## src/rtl/lif_array_pkg.sv

```systemverilog
// Shared constants, spike-mode enum and saturating add for the LIF neuron array.
package lif_pkg;

    localparam int LIF_N           = 4;
    localparam int LIF_W           = 8;
    localparam int LIF_LEAK_SHIFT  = 2;
    localparam int LIF_REFRACT     = 3;
    localparam int LIF_THRESH_INIT = 200;

    typedef enum logic {
        LIF_MODE_RESET = 1'b0,
        LIF_MODE_SUB   = 1'b1
    } lif_mode_e;

    // a + b clamped to 2^w-1; w must be below 32
    function automatic logic [31:0] lif_sat_add(
        input logic [31:0] a,
        input logic [31:0] b,
        input int          w
    );
        logic [32:0] s;
        logic [32:0] lim;
        s   = {1'b0, a} + {1'b0, b};
        lim = (33'd1 << w) - 33'd1;
        return (s > lim) ? lim[31:0] : s[31:0];
    endfunction

endpackage

```

## src/rtl/lif_array_if.sv

```systemverilog
// Stimulus/config/result bundle between current sources, the LIF array and spike routing.
interface lif_array_if #(
    parameter int N = 4,
    parameter int W = 8
);
    logic           step_en;
    logic [N*W-1:0] current;
    logic           cfg_we;
    logic [W-1:0]   cfg_thresh;
    logic           cfg_mode;
    logic [N-1:0]   spike;
    logic [N*W-1:0] state_out;

    modport master (
        output step_en, current, cfg_we, cfg_thresh, cfg_mode,
        input  spike, state_out
    );

    modport slave (
        input  step_en, current, cfg_we, cfg_thresh, cfg_mode,
        output spike, state_out
    );
endinterface

```

## src/rtl/lif_array_core.sv

```systemverilog
// One leaky-integrate-and-fire neuron: membrane state, refractory counter, spike flag.
module lif_core
    import lif_pkg::*;
#(
    parameter int W          = LIF_W,
    parameter int LEAK_SHIFT = LIF_LEAK_SHIFT,
    parameter int REFRACT    = LIF_REFRACT
) (
    input  logic         clk,
    input  logic         reset_n,
    input  logic         step_en_i,
    input  logic [W-1:0] current_i,
    input  logic [W-1:0] thresh_i,
    input  lif_mode_e    mode_i,
    output logic         spike_o,
    output logic [W-1:0] state_o
);
    localparam int CW = (REFRACT > 0) ? $clog2(REFRACT + 1) : 1;

    logic [W-1:0]  state_q, state_d;
    logic [CW-1:0] cnt_q, cnt_d;
    logic          spike_q, spike_d;
    logic [W-1:0]  leak;
    logic [W-1:0]  next;

    always_comb begin
        leak = '0;
        if (LEAK_SHIFT != 0) begin
            leak = state_q >> LEAK_SHIFT;
        end
        next = W'(lif_sat_add(32'(state_q - leak), 32'(current_i), W));

        state_d = state_q;
        cnt_d   = cnt_q;
        spike_d = 1'b0;
        if (step_en_i) begin
            if (cnt_q != '0) begin
                cnt_d = cnt_q - CW'(1);
            end else if (next >= thresh_i) begin
                spike_d = 1'b1;
                cnt_d   = CW'(REFRACT);
                state_d = (mode_i == LIF_MODE_SUB) ? next - thresh_i : '0;
            end else begin
                state_d = next;
            end
        end
    end

    always_ff @(posedge clk) begin
        if (!reset_n) begin
            state_q <= '0;
            cnt_q   <= '0;
            spike_q <= 1'b0;
        end else begin
            state_q <= state_d;
            cnt_q   <= cnt_d;
            spike_q <= spike_d;
        end
    end

    assign spike_o = spike_q;
    assign state_o = state_q;

endmodule

```

## src/rtl/lif_array.sv

```systemverilog
// N independent LIF neurons sharing one runtime threshold/mode config register pair.
module lif_array
    import lif_pkg::*;
#(
    parameter int N           = LIF_N,
    parameter int W           = LIF_W,
    parameter int LEAK_SHIFT  = LIF_LEAK_SHIFT,
    parameter int REFRACT     = LIF_REFRACT,
    parameter int THRESH_INIT = LIF_THRESH_INIT
) (
    input logic        clk,
    input logic        reset_n,
    lif_array_if.slave bus
);
    logic [W-1:0] thresh_q, thresh_d;
    lif_mode_e    mode_q, mode_d;

    // Config lands after the edge, so a same-cycle step still sees the old values
    always_comb begin
        thresh_d = thresh_q;
        mode_d   = mode_q;
        if (bus.cfg_we) begin
            thresh_d = bus.cfg_thresh;
            mode_d   = lif_mode_e'(bus.cfg_mode);
        end
    end

    always_ff @(posedge clk) begin
        if (!reset_n) begin
            thresh_q <= W'(THRESH_INIT);
            mode_q   <= LIF_MODE_RESET;
        end else begin
            thresh_q <= thresh_d;
            mode_q   <= mode_d;
        end
    end

    for (genvar i = 0; i < N; i++) begin : g_neuron
        lif_core #(
            .W          (W),
            .LEAK_SHIFT (LEAK_SHIFT),
            .REFRACT    (REFRACT)
        ) u_core (
            .clk       (clk),
            .reset_n   (reset_n),
            .step_en_i (bus.step_en),
            .current_i (bus.current[i*W +: W]),
            .thresh_i  (thresh_q),
            .mode_i    (mode_q),
            .spike_o   (bus.spike[i]),
            .state_o   (bus.state_out[i*W +: W])
        );
    end

endmodule
```

## src/flat_wrapper.sv

```systemverilog
// flat-port wrapper written by rule: the top's interface ports become plain ports
module lif_array_flat import lif_pkg::*;
#(
    parameter int N           = LIF_N,
    parameter int W           = LIF_W,
    parameter int LEAK_SHIFT  = LIF_LEAK_SHIFT,
    parameter int REFRACT     = LIF_REFRACT,
    parameter int THRESH_INIT = LIF_THRESH_INIT
)
  (clk, reset_n, bus_step_en, bus_current, bus_cfg_we, bus_cfg_thresh, bus_cfg_mode, bus_spike, bus_state_out);
  lif_array_if #(.N(N), .W(W)) bus_i ();
  input logic clk;
  input logic reset_n;
  input wire logic [$bits(bus_i.step_en)-1:0] bus_step_en;
  input wire logic [$bits(bus_i.current)-1:0] bus_current;
  input wire logic [$bits(bus_i.cfg_we)-1:0] bus_cfg_we;
  input wire logic [$bits(bus_i.cfg_thresh)-1:0] bus_cfg_thresh;
  input wire logic [$bits(bus_i.cfg_mode)-1:0] bus_cfg_mode;
  output wire logic [$bits(bus_i.spike)-1:0] bus_spike;
  output wire logic [$bits(bus_i.state_out)-1:0] bus_state_out;
  assign bus_i.step_en = bus_step_en;
  assign bus_i.current = bus_current;
  assign bus_i.cfg_we = bus_cfg_we;
  assign bus_i.cfg_thresh = bus_cfg_thresh;
  assign bus_i.cfg_mode = bus_cfg_mode;
  assign bus_spike = bus_i.spike;
  assign bus_state_out = bus_i.state_out;
  lif_array #(.N(N), .W(W), .LEAK_SHIFT(LEAK_SHIFT), .REFRACT(REFRACT), .THRESH_INIT(THRESH_INIT)) u_core (.clk(clk), .reset_n(reset_n), .bus(bus_i));
endmodule
```

## config.mk

```make
export PLATFORM = sky130hd
export DESIGN_NAME = lif_array_flat
export DESIGN_NICKNAME = d
export VERILOG_FILES = /design/src/rtl/lif_array_pkg.sv /design/src/rtl/lif_array_if.sv /design/src/rtl/lif_array_core.sv /design/src/rtl/lif_array.sv /design/src/flat_wrapper.sv
export SDC_FILE = /design/constraint.sdc
export NUM_CORES = 1
export LEC_CHECK = 0
export BUFFER_PORTS_ARGS = -buffer_cell sky130_fd_sc_hd__buf_4
export CAP_MARGIN = 10
export CELL_PAD_IN_SITES_DETAIL_PLACEMENT = 1
export CELL_PAD_IN_SITES_GLOBAL_PLACEMENT = 1
export CORE_UTILIZATION = 45
export CTS_CLUSTER_DIAMETER = 120
export CTS_CLUSTER_SIZE = 24
export DETAILED_ROUTE_END_ITERATION = 8
export PLACE_DENSITY_LB_ADDON = 0.1
export SYNTH_ARGS = -nofsm -noshare
export SYNTH_HDL_FRONTEND = slang
export SYNTH_SLANG_ARGS = --single-unit
```

## constraint.sdc

```tcl
create_clock -name clk -period 11.5 [get_ports clk]
set_input_delay 0.575 -clock clk [delete_from_list [all_inputs] [get_ports clk]]
set_output_delay 0.575 -clock clk [all_outputs]
set_load 0.03 [all_outputs]
```

==> flow_summary.toml <==
[sta]
timing.final.crit_share_pct = 59.94
grt_setup_unrepaired = "no"
setup_viol = 0
tightest_slew_ps = 965.1
drv_slew = 0
hold_viol = 0
fin_ws_ps = 4606
period_needed_ps = 6894
setup_tns_ps = 0
skew_ps = 6.267
max_freq_ghz = 0.1451
relSlewSlack_pct = 35.42

[grt]
antenna_found_initial = 0
grt_remaining_overflow = 0
grt_max_degree = 31
grt_pass1_vias = 6628
grt_use_total_pct = 23.94
grt_pass1_wl_mm = 31.93

[pwr]
max-vdd-ir-drop_mv = 0.09572
power_leakage_nw = 3.449
p_per_area_nw_per_um2 = 177.6

[route]
remaining_drc_errors = 0
drtAntennaViolNets = 0
postRouteWirelength_mm = 18.75
drt_first_pass_iters = 4
drt_iter0_drc = 187
vias_per_cell = 5.533
wl_per_cell_um = 15.85
vias = 6545

[critical_path]
slowest_delay_ps = 480
crit_path_frequent_cell = "ha_1"
cp-end-kind = "register"
critPathLaunchType = "register"
crit_fanout = 8
crit_buf_inv = 2
required_ps = 11730
path_class = "reg -> reg"
path_delay_family = "simple AND/OR/NAND/NOR gates"
slowest_stage = "or3b_2"
arrival_ps = 7130

[placed_design]
io_buffers = 80
dpl_cell_area_sq_um = 7835
dp_hpwl_mm = 15.34
pre_cts_ws_ps = 4621
gp_congestion = 0.8495

[floorplan]
dieArea_sq_um = 16200
rows = 45
die_h_um = 127.3
start_util_pct = 46.29
pin_count = 81
die_x_um = 127.3
core_sq_um = 15260

[yosys]
synth.distinct_cells = 79
syn-instance-count = 903
ys.flop_type = "dfxtp_1"
yosysWarnings = 0
synth_top_area_share_pct = 22.67
yosysTopAreaCell = "ha_1"
syn_nets = 1088
synth_edf_count = 0
synthArstFlopShare_pct = 0
ys_seq_area_share_pct = 15.02
synthTopCellsByArea = "ha_1 23%, dfxtp_1 15%, xnor2_1 5.0%"
syn_area_sq_um = 7063
syn-mean-instance-area_sq_um = 7.822
ys_ff_latch = 53

[final_layout]
synthToLayoutAreaGrowth_pct = 13.37
most-common-layout-cells = "128 x ha_1, 87 x nand2_1, 85 x inv_1"
num-fill-cells = 1934
diodes = 0
post-route-cell-area_sq_um = 8008
final_nets = 1156
fin_util_pct = 52.48
drive_gt1_share_pct = 12.24
final_common_cell = "ha_1"

[clock_network]
cts_tree = "yes"
clk_latency_ps = 300
cts_setup_buffers = 0
cts.sinks = 53
cts_buffers = 5
cts_buffer_depth = 2
cts_resized = 0
cts_hold_buf = 0
clockRootBuffer = "clkbuf_16"
cts_max_level = 2
clkTransAtPathRegs_ps = 70

[worst_hold_path]
hold_path.class = "reg -> reg"

[flow_run]
cap_violations = 0

[outcome]
status = "complete, no violations"
final cells by class:
cell class | instances | area, sq um | share of cell area (%)
sequential | 53 | 1061 | 13.25
inverter | 93 | 349.1 | 4.359
tap | 211 | 264.0 | 3.297
multi-input combinational | 737 | 5553 | 69.34
clock buffer | 7 | 142.6 | 1.781
clock inverter | 1 | 30.03 | 0.3750
timing repair buffer | 81 | 608.1 | 7.594
cell families (layout without fill, tap and decap cells):
family	Yosys count	in the layout	share of synthesized area, %
muxes	8	8	1.134
adders and majority gates	140	140	26.08
and+or+nand+nor	290	290	20.39
buffers and inverters	113	182	6.360
AOI/OAI and AO/OA	240	240	23.70
DFF	53	53	15.02
xor gates and xnor gates	59	59	7.316
synth_stat cells (4+ instances only):
cell type	number
a211oi_1	10
a211oi_2	5
a21boi_1	4
a21o_1	14
a21oi_1	50
a22oi_1	4
a311oi_1	4
a31oi_1	8
and2_1	14
and3_1	5
and4b_1	5
buf_4	4
clkbuf_1	12
dfxtp_1	53
fa_1	12
ha_1	128
inv_1	85
inv_2	7
mux2i_1	8
nand2_1	87
nand2b_1	11
nand3_1	20
nand4_1	10
nor2_1	70
nor2b_1	22
nor3_1	17
nor4_1	5
o211ai_1	5
o21a_1	25
o21ai_0	37
o21ai_1	16
o221ai_1	8
o2bb2ai_1	6
o31ai_1	8
or3_1	5
xnor2_1	40
xor2_1	19
worst paths after layout:
kind	start	to	slack (ps)	depth (start not counted)
max	u_core.g_neuron[2].u_core.state_o[4]	u_core.g_neuron[2].u_core.state_o[5]	4610	26
min	u_core.g_neuron[3].u_core.cnt_q[0]	u_core.g_neuron[3].u_core.cnt_q[0]	490	1
max reg2reg	u_core.g_neuron[2].u_core.state_o[4]	u_core.g_neuron[2].u_core.state_o[5]	4610	26
min reg2reg	u_core.g_neuron[3].u_core.cnt_q[0]	u_core.g_neuron[3].u_core.cnt_q[0]	490	1
metal layers:
layer	GRT usage, %	routed length [um]	part of all wire, %	vias to the layer above
met5	0	0	0	-
met4	3.641	175	0.93	0
met3	2.136	527	2.8	14
met2	41.02	8726	47	91
met1	33.19	9320	50	3075
li1	-	-	-	3365
per-stage QoR:
stage | total power (W) | hold WS (ps) | instances
global route | 0.001578 | 523.7 | 1183
finish | 0.001422 | 485.7 | 1183
CTS | 0.001439 | 486.0 | 1183
global placement | 0.001225 | 460.7 | 1175
floorplan | 0.001013 | 445.9 | 903
detailed placement | 0.001247 | 474.5 | 1175
power breakdown:
part           internal (W)  total, W  switching, W
clock              0.000109  0.000184     0.0000744
sequential         0.000203  0.000225     0.0000218
combinational      0.000427   0.00101      0.000587
flip-flops by register name, indices dropped and copies added, names as in the netlist:
signal	cells
u_core.g_neuron.u_core.state_o	32
u_core.g_neuron.u_core.cnt_q	8
u_core.thresh_q	8
u_core.g_neuron.u_core.spike_o	4
u_core.mode_q	1
Note: power is estimated with default switching activity, not from simulation.
